--- config.mk ---
export PLATFORM = sky130hd
export DESIGN_NAME = inst_fetch
export DESIGN_NICKNAME = d
export VERILOG_FILES = /design/src/rtl/cpu_pkg.sv /design/src/rtl/inst_fetch_program_counter.sv /design/src/rtl/inst_fetch.sv
export SDC_FILE = /design/constraint.sdc
export NUM_CORES = 1
export LEC_CHECK = 0
export ABC_AREA = 0
export CORE_ASPECT_RATIO = 0.8
export CORE_MARGIN = 8
export CORE_UTILIZATION = 42
export CTS_CLUSTER_SIZE = 8
export DETAILED_ROUTE_END_ITERATION = 16
export PLACE_DENSITY = 0.75
export RECOVER_POWER = 100
export SYNTH_ARGS = -nofsm -noshare
export SYNTH_HDL_FRONTEND = slang
export SYNTH_SLANG_ARGS = --single-unit
--- constraint.sdc ---
create_clock -name i_clk -period 1.3 [get_ports i_clk]
set_input_delay 0.195 -clock i_clk [delete_from_list [all_inputs] [get_ports i_clk]]
set_output_delay 0.195 -clock i_clk [all_outputs]
set_load 0.005 [all_outputs]
--- src/rtl/cpu_pkg.sv ---
// rtl/cpu_pkg.sv - shared widths, reset PC and fetch state encoding for the 8-bit CPU
//
// Purpose : common definitions imported by the fetch stage and its program counter.
// Contents: CPU_AW / CPU_DW default widths, CPU_RESET_PC, fetch_state_e (2-bit).
package cpu_pkg;

  localparam int unsigned CPU_AW       = 8;
  localparam int unsigned CPU_DW       = 8;
  localparam int unsigned CPU_RESET_PC = 0;

  typedef enum logic [1:0] {
    FETCH_IDLE = 2'd0,
    FETCH_REQ  = 2'd1,
    FETCH_FULL = 2'd2,
    FETCH_HALT = 2'd3
  } fetch_state_e;

endpackage

--- src/rtl/inst_fetch_program_counter.sv ---
// rtl/inst_fetch_program_counter.sv - program counter register with load and wrapping increment
//
// Purpose : holds the fetch PC; load has priority over increment, increment wraps modulo 2^AW.
// Ports   : i_clk, i_rst (sync, active-high), i_load, i_load_val[AW], i_inc -> o_pc[AW]
module program_counter
  import cpu_pkg::*;
#(
  parameter int unsigned AW       = CPU_AW,
  parameter int unsigned RESET_PC = CPU_RESET_PC
) (
  input  logic          i_clk,
  input  logic          i_rst,
  input  logic          i_load,
  input  logic [AW-1:0] i_load_val,
  input  logic          i_inc,
  output logic [AW-1:0] o_pc
);

  logic [AW-1:0] r_pc;

  always_ff @(posedge i_clk) begin
    if (i_rst) begin
      r_pc <= AW'(RESET_PC);
    end else if (i_load) begin
      r_pc <= i_load_val;
    end else if (i_inc) begin
      r_pc <= r_pc + AW'(1);
    end
  end

  assign o_pc = r_pc;

endmodule

--- src/rtl/inst_fetch.sv ---
// rtl/inst_fetch.sv - instruction fetch stage: PC, single-beat memory reads, ir handshake
//
// Purpose : fetches one instruction byte at a time from program memory into ir and
//           presents it to the decoder with valid/ready; handles redirect and halt.
// Ports   : i_clk, i_rst (sync, active-high)
//           o_mem_req, o_mem_addr[AW], i_mem_ack, i_mem_rdata[DW]   program memory read
//           o_ir[DW], o_ir_pc[AW], o_ir_valid, i_ir_ready          decoder handshake
//           i_redirect, i_redirect_pc[AW]                          control-flow redirect
//           i_halt, o_halted                                       halt request / status
module inst_fetch
  import cpu_pkg::*;
#(
  parameter int unsigned AW       = CPU_AW,
  parameter int unsigned DW       = CPU_DW,
  parameter int unsigned RESET_PC = CPU_RESET_PC
) (
  input  logic          i_clk,
  input  logic          i_rst,
  output logic          o_mem_req,
  output logic [AW-1:0] o_mem_addr,
  input  logic          i_mem_ack,
  input  logic [DW-1:0] i_mem_rdata,
  output logic [DW-1:0] o_ir,
  output logic [AW-1:0] o_ir_pc,
  output logic          o_ir_valid,
  input  logic          i_ir_ready,
  input  logic          i_redirect,
  input  logic [AW-1:0] i_redirect_pc,
  input  logic          i_halt,
  output logic          o_halted
);

  fetch_state_e  r_state;
  fetch_state_e  w_next;
  logic          r_drop;      // outstanding read belongs to a flushed stream
  logic [AW-1:0] r_req_addr;  // address of the outstanding read while r_drop=1
  logic [DW-1:0] r_ir;
  logic [AW-1:0] r_ir_pc;
  logic [AW-1:0] w_pc;
  logic          w_load;
  logic          w_inc;
  logic          w_accept;

  program_counter #(
    .AW       (AW),
    .RESET_PC (RESET_PC)
  ) u_pc (
    .i_clk      (i_clk),
    .i_rst      (i_rst),
    .i_load     (w_load),
    .i_load_val (i_redirect_pc),
    .i_inc      (w_inc),
    .o_pc       (w_pc)
  );

  // Redirect outranks everything; halt is only looked at where the stage is idle
  // or has just handed off an instruction, so an outstanding read always completes.
  always_comb begin
    w_next = r_state;
    w_load = 1'b0;
    w_inc  = 1'b0;
    case (r_state)
      FETCH_IDLE: begin
        w_load = i_redirect;
        w_next = i_halt ? FETCH_HALT : FETCH_REQ;
      end
      FETCH_REQ: begin
        if (i_redirect) begin
          w_load = 1'b1;
        end else if (i_mem_ack && !r_drop) begin
          w_inc  = 1'b1;
          w_next = FETCH_FULL;
        end
      end
      FETCH_FULL: begin
        if (i_redirect) begin
          w_load = 1'b1;
          w_next = i_halt ? FETCH_HALT : FETCH_REQ;
        end else if (i_ir_ready) begin
          w_next = i_halt ? FETCH_HALT : FETCH_REQ;
        end
      end
      FETCH_HALT: begin
        w_load = i_redirect;
        w_next = i_halt ? FETCH_HALT : FETCH_REQ;
      end
      default: w_next = FETCH_IDLE;
    endcase
  end

  assign w_accept = (r_state == FETCH_REQ) && i_mem_ack && !r_drop && !i_redirect;

  always_ff @(posedge i_clk) begin
    if (i_rst) begin
      r_state    <= FETCH_IDLE;
      r_drop     <= 1'b0;
      r_req_addr <= AW'(RESET_PC);
      r_ir       <= '0;
      r_ir_pc    <= '0;
    end else begin
      r_state <= w_next;
      if (w_accept) begin
        r_ir    <= i_mem_rdata;
        r_ir_pc <= w_pc;
      end
      // A redirect without ack leaves the read pending; remember its address so
      // mem_addr stays stable while the PC already points at the new target.
      if (r_state == FETCH_REQ) begin
        if (i_mem_ack) begin
          r_drop <= 1'b0;
        end else if (i_redirect) begin
          if (!r_drop) begin
            r_req_addr <= w_pc;
          end
          r_drop <= 1'b1;
        end
      end
    end
  end

  assign o_mem_req  = (r_state == FETCH_REQ);
  assign o_mem_addr = ((r_state == FETCH_REQ) && r_drop) ? r_req_addr : w_pc;
  assign o_ir       = r_ir;
  assign o_ir_pc    = r_ir_pc;
  assign o_ir_valid = (r_state == FETCH_FULL);
  assign o_halted   = (r_state == FETCH_HALT);

endmodule
==> Word-level counts from Yosys, hierarchy flattened <==
Index checks and enable logic that the tools add are counted.
{ "totals": {"register_bits": 35, "in_bits": 22, "output_inout_bits": 27, "elab_cells": 46} }
{ "classes": {"addsub": 1, "n_eq_ne": 6, "n_mux": 16, "n_bitwise": 2, "n_reduce_logical": 15} }
{ "ops": {"columns": ["op", "count"], "rows": [
  ["$mux 8", 3],
  ["$mux 2", 5],
  ["$add 8x1->8 const B", 1],
  ["$mux 1", 6],
  ["$pmux 2 s3", 1],
  ["$logic_and 1x1->1", 5],
  ["$eq 2x2->1 const B", 2],
  ["$reduce_and 4->1", 1],
  ["$reduce_bool 2->1", 2],
  ["$reduce_or 2->1", 2],
  ["$ne 3x1->1 const B", 1],
  ["$reduce_and 3->1", 1],
  ["$eq 2x1->1 const B", 1],
  ["$logic_not 1->1", 2],
  ["$logic_not 2->1", 1],
  ["$ne 2x1->1 const B", 1],
  ["$ne 2x2->1 const B", 1],
  ["$not 1->1", 2],
  ["$pmux 1 s2", 1],
  ["$reduce_and 2->1", 1]
]} }

==> Logic depth before layout (Yosys ltp) <==
Gate-level depths: netlist (run 1).
{ "logic_depth": {"ltp_word": 7, "ltp_mapped": 5} }

==> Cells and area by module <==
Synthesis (run 1) repeated with hierarchy kept, for this count alone.
{ "unflattened": {"cells_unflattened": 174, "hier_area_um2": 1745.4} }
{ "by_module_without_submodules": {"columns": ["module", "instances", "cells_per_inst", "area_per_inst_um2"], "rows": [
  ["inst_fetch", 1, 121, 1281.2],
  ["program_counter", 1, 53, 464.2]
]} }

==> Least setup slack after synthesis (run 1) <==
No wires, ideal clock.
{ "synth_path": {"kind": "register to register", "startpoint": "reg r_state[1]", "endpoint": "reg u_pc.r_pc[6], in the netlist u_pc.o_pc[6]", "setup_time_ps": 91, "arrival_ps": 1396, "required_ps": 1209, "path_slack_ps": -187, "stages_incl_launch_ff": 5, "path_buffers": 1, "synth_period_minus_slack_ps": 1487, "path_cell_list": "dfxtp_1 -> nand4bb_4 -> buf_6 -> or4_1 -> a311oi_1"} }
{ "synth_between": {"elab_chain_cells": 4, "elab_cells_between_ends": 10, "cone_classes": "eq/ne: 3; mux: 3; reduce/logical: 4"} }
{ "synth_rtl": {"columns": ["element", "line", "rtl"], "rows": [
  ["start, declared", "inst_fetch.sv:33", "fetch_state_e r_state;"],
  ["start signal, assigned", "inst_fetch.sv:101", "r_state <= w_next;"],
  ["$eq 2x2->1 (tied with other cells)", "inst_fetch.sv:62", "case (r_state)"],
  ["$reduce_or 2->1 (no line)", null, null],
  ["$pmux 1 s2", "inst_fetch.sv:62", null],
  ["$mux 8 / $reduce_bool 2->1 (equally long branches)", null, null],
  ["end signal, assigned", "inst_fetch_program_counter.sv:23", "r_pc <= AW'(RESET_PC);"],
  ["end signal, assigned", "inst_fetch_program_counter.sv:25", "r_pc <= i_load_val;"],
  ["end signal, assigned", "inst_fetch_program_counter.sv:27", "r_pc <= r_pc + AW'(1);"],
  ["end, declared", "inst_fetch_program_counter.sv:19", "logic [AW-1:0] r_pc;"]
]} }
Several ways; a longest one is shown, not always the timed one.
A chain may end at the register's enable or synchronous reset.

==> Worst setup path after layout (run 1) <==
{ "layout_path": {"startpoint": "reg r_state[1]", "endpoint": "reg u_pc.r_pc[7], in the netlist u_pc.o_pc[7]"} }
Same word-level chain as after synthesis.

==> qor.txt, run 1 <==
layout cell share with drive strength beyond 1 -> 50.4%
routing usage on met1 -> 20.4%
min-delay worst type -> flip-flop to flip-flop
synthesis warning total -> 0
largest family of logic cells by synthesized area -> compound AO/OA/AOI/OAI gates
starting density of the core -> 43.4%
fin area -> 3010 µm²
R2R cell count -> 5
Netlist cell types -> 31
period utilization -> 121%
f_max -> 633 MHz
CTS Sinks -> 35
CTS Buf Count -> 5
syn avg cell area -> 8.38 µm²
post-synthesis xor/xnor area fraction -> 0%
Routability Congestion -> 0.786
violated checks -> setup timing
simple logic cell fraction of the synthesized area -> 22.7%
FF+latch count, synth -> 35
initial antenna violation count -> 0
CP Launch Type -> flip-flop
cell depth of the worst hold path -> 2
Cells after Synth -> 196
GRT Total Usage -> 17.5%
Placement Setup Slack -> -0.603 ns
DRC Markers -> 0
ANT cells -> 0
1st-iter DRT viols -> 209
mux contribution to synthesized area -> 5.49%
Post-synth EDFFs -> 0
Clock Skew -> 0.00360 ns
outcome -> finished, violations left
met2 usage -> 28.0%
final setup fails -> 44
Final Hold Vio Count -> 0
post-route minimum period -> 1.58 ns
family with the most delay on the worst path -> simple AND/OR/NAND/NOR gates
Synth area leaders -> dfxtp_1 (43%), o21ai_0 (8.8%), a21oi_1 (8.2%)
Max Slew Vio Count -> 0
share of the synthesized area in the top cell type -> 42.7%
Max-Cap Viols -> 0
TritonRoute pass-1 iters -> 4
RR Endpoint -> u_pc.o_pc[7]$_SDFFE_PP0P_
Critical Path Max Stage Delay -> 0.45 ns
largest area contributor in the netlist -> dfxtp_1
WS Path Type -> flip-flop to flip-flop
critical-path cell list -> buf_6, buf_4, nand4bb_4, or4_1, and3_1
synthesized area -> 1640 µm²
RSZ-0062 raised after global routing -> yes
vias in the first global route -> 1845
Layout Nets -> 306
WP buf/inv -> 2
Slew headroom -> 65.2%
Die H -> 71.9 µm
VDD IR max -> 0.497 mV
Ports -> 49
reg-to-reg slack, setup -> -0.28 ns
Hold EP -> r_req_addr[4]$_SDFFE_PP0P_
core area -> 3780 µm²
RR Startpoint -> r_state[1]$_SDFFE_PP0P_
TritonCTS clock tree -> done
sequential-to-total area share from yosys stat -> 42.7%
leakage power -> 0.00114 µW
CP required -> 1.48 ns
Critical Path AT -> 1.76 ns
Hold Path Origin -> r_req_addr[4]$_SDFFE_PP0P_
Crit. End Element -> flip-flop
Die Wd -> 85.9 µm
H-tree depth -> 2
Post-synth top flop -> dfxtp_1
die area -> 6180 µm²
IO buf count -> 48
Area growth syn-to-layout -> 83.4%
Min Hold Slack -> 0.457 ns
Clk Latency, worst-skew pair -> 0.29 ns
Clk pin slew, worst setup/hold paths -> 0.06 ns
post-route antenna net violation count -> 0
min setup slack post-route -> -0.279 ns
HPWL after DPL -> 3440 µm
DR vias -> 1986
CTS root buffer -> clkbuf_8
Detailed Route WL -> 6530 µm
routed length per instance -> 19.4 µm
Clock Path Buffers -> 2
first-pass GRT wire length -> 8670 µm
critical path peak fanout -> 5
Rows -> 20
pwr/cell area -> 862 nW/µm²
Placed Area -> 2440 µm²
Mapped Nets -> 219
met3 GRT Util -> 6.66%
Post-synth ARST share -> 0%
CP max stage cell -> or4_1
post-synthesis compound-gate area fraction -> 23.2%
adder-cell share of the synthesized area -> 0.762%
grt total ovfl -> 0
largest net degree at the start of global routing -> 22
Worst Tran Pin Value -> 0.521 ns
busiest grt layer -> met2
Via density -> 5.89
==> layout make-up <==
class | instances | area (µm²)
flip-flops and latches | 35 | 716
inverters | 2 | 7.51
clock buffers | 6 | 72.6
well taps | 55 | 68.8
repair buffers | 97 | 912
multi-input cells | 142 | 1230
fillers | 219 | 768
==> worst min-delay path, delay by kind of cell, from the launching register on <==
kind / cells / cell delay, ns
AOI/OAI and AO/OA: 2 / 0.10
DFF: 1 / 0.32
==> power by group <==
part	internal (µW)	leakage (µW)	switching (µW)	total, µW
Sequential	1110	0.000288	43.6	1160
Clock	357	0.0000371	365	722
Combinational	373	0.000819	342	715
Total	1840	0.00114	751	2590
==> state kept, by name, summed over array words and instances (netlist names) <==
name        flops
o_ir            8
o_ir_pc         8
r_drop          1
r_req_addr      8
r_state         2
u_pc.o_pc       8
==> per-stage QoR <==
stage,TNS (ns),utilization [%],cells,power [µW]
after CTS,-4.40,69.1,329,2440
after floorplan,-0.638,-,196,1380
after global routing,-8.56,79.7,337,2700
after detailed placement,-12.94,64.6,318,1660
after global placement,-11.88,64.6,318,1660
final,-7.08,79.7,337,2590
==> repair_timing <==
action / CTS / global route
hold buffers: 0 / 0
gates resized for setup: 87 / 87
endpoints found under the hold margin: 0 / 0
setup endpoints to repair: 47 / 44
cloned: 3 / 0
pin swaps: 11 / 50
buffers inserted: 3 / 8
==> placed cells by master (no fill, tap or decap), types with 2 or more instances in the layout <==
| cell | synthesis | final |
|---|---|---|
| a21oi_1 | 27 | 11 |
| a21oi_2 | 0 | 16 |
| a311oi_1 | 6 | 2 |
| a311oi_2 | 0 | 4 |
| and2b_1 | 2 | 2 |
| buf_12 | 0 | 3 |
| buf_16 | 0 | 2 |
| buf_2 | 2 | 7 |
| buf_4 | 0 | 34 |
| buf_6 | 1 | 13 |
| clkbuf_8 | 0 | 5 |
| clkdlybuf4s50_1 | 0 | 20 |
| dfxtp_1 | 35 | 29 |
| dfxtp_2 | 0 | 3 |
| dfxtp_4 | 0 | 3 |
| dlygate4sd2_1 | 0 | 17 |
| inv_1 | 2 | 2 |
| mux2_2 | 8 | 5 |
| mux2_4 | 0 | 3 |
| nand2_1 | 4 | 2 |
| nand2_4 | 0 | 2 |
| nand3_1 | 27 | 10 |
| nand3_2 | 0 | 8 |
| nand3_4 | 0 | 9 |
| nand4bb_4 | 1 | 2 |
| nor2_1 | 10 | 9 |
| nor2b_1 | 3 | 2 |
| nor3_1 | 3 | 3 |
| o21ai_0 | 29 | 9 |
| o21ai_1 | 0 | 8 |
| o21ai_2 | 0 | 12 |
| o31ai_1 | 2 | 2 |
| or3_1 | 3 | 2 |
| or4_1 | 3 | 2 |
==> worst max-delay path by stage <==
stage | endpoint | slack, ns | cells after the start | from
final | u_pc.o_pc[7]$_SDFFE_PP0P_ | -0.28 | 5 | r_state[1]$_SDFFE_PP0P_
after global routing | o_mem_addr[7] | -0.30 | 4 | r_state[0]$_SDFFE_PP0P_
after CTS | o_mem_addr[6] | -0.25 | 4 | r_state[0]$_SDFFE_PP0P_
after detailed placement | u_pc.o_pc[6]$_SDFFE_PP0P_ | -0.60 | 4 | i_mem_ack
after global placement | u_pc.o_pc[6]$_SDFFE_PP0P_ | -0.52 | 4 | i_mem_ack
after floorplan | u_pc.o_pc[6]$_SDFFE_PP0P_ | -0.16 | 4 | r_drop$_SDFFE_PP0P_
==> cell usage after synthesis, drive strengths merged, types with 2 or more instances <==
cell type,n
or4,3
inv,2
mux2,8
a2111oi,2
a311oi,6
o21ai,29
a21oi,27
nor3,3
buf,4
a211oi,2
nor2,10
and2b,2
or3,3
o31ai,2
dfxtp,35
clkbuf,14
nor2b,3
nand3,27
nand2,4
==> routing by layer <==
| layer | wire length [µm] | share of wire [%] |
|---|---|---|
| met5 | 0 | 0 |
| met4 | 233 | 3.6 |
| met3 | 470 | 7.2 |
| met2 | 3170 | 48 |
| met1 | 2660 | 41 |
==> logic make-up (layout without fill, tap and decap cells) <==
kind of cell               Yosys count  after routing
AOI/OAI and AO/OA                   68             68
adders and majority gates            1              1
buffers and inverters               20            105
DFF                                 35             35
muxes                                8              8
and+or+nand+nor                     64             65
Power figures use the tool's default switching activity.
==> run 2, diff against run 1 <==
- CAP_MARGIN: default -> 20
==> results of run 2 <==
The final DEF is identical to that of run 1; final timing and power are the same.
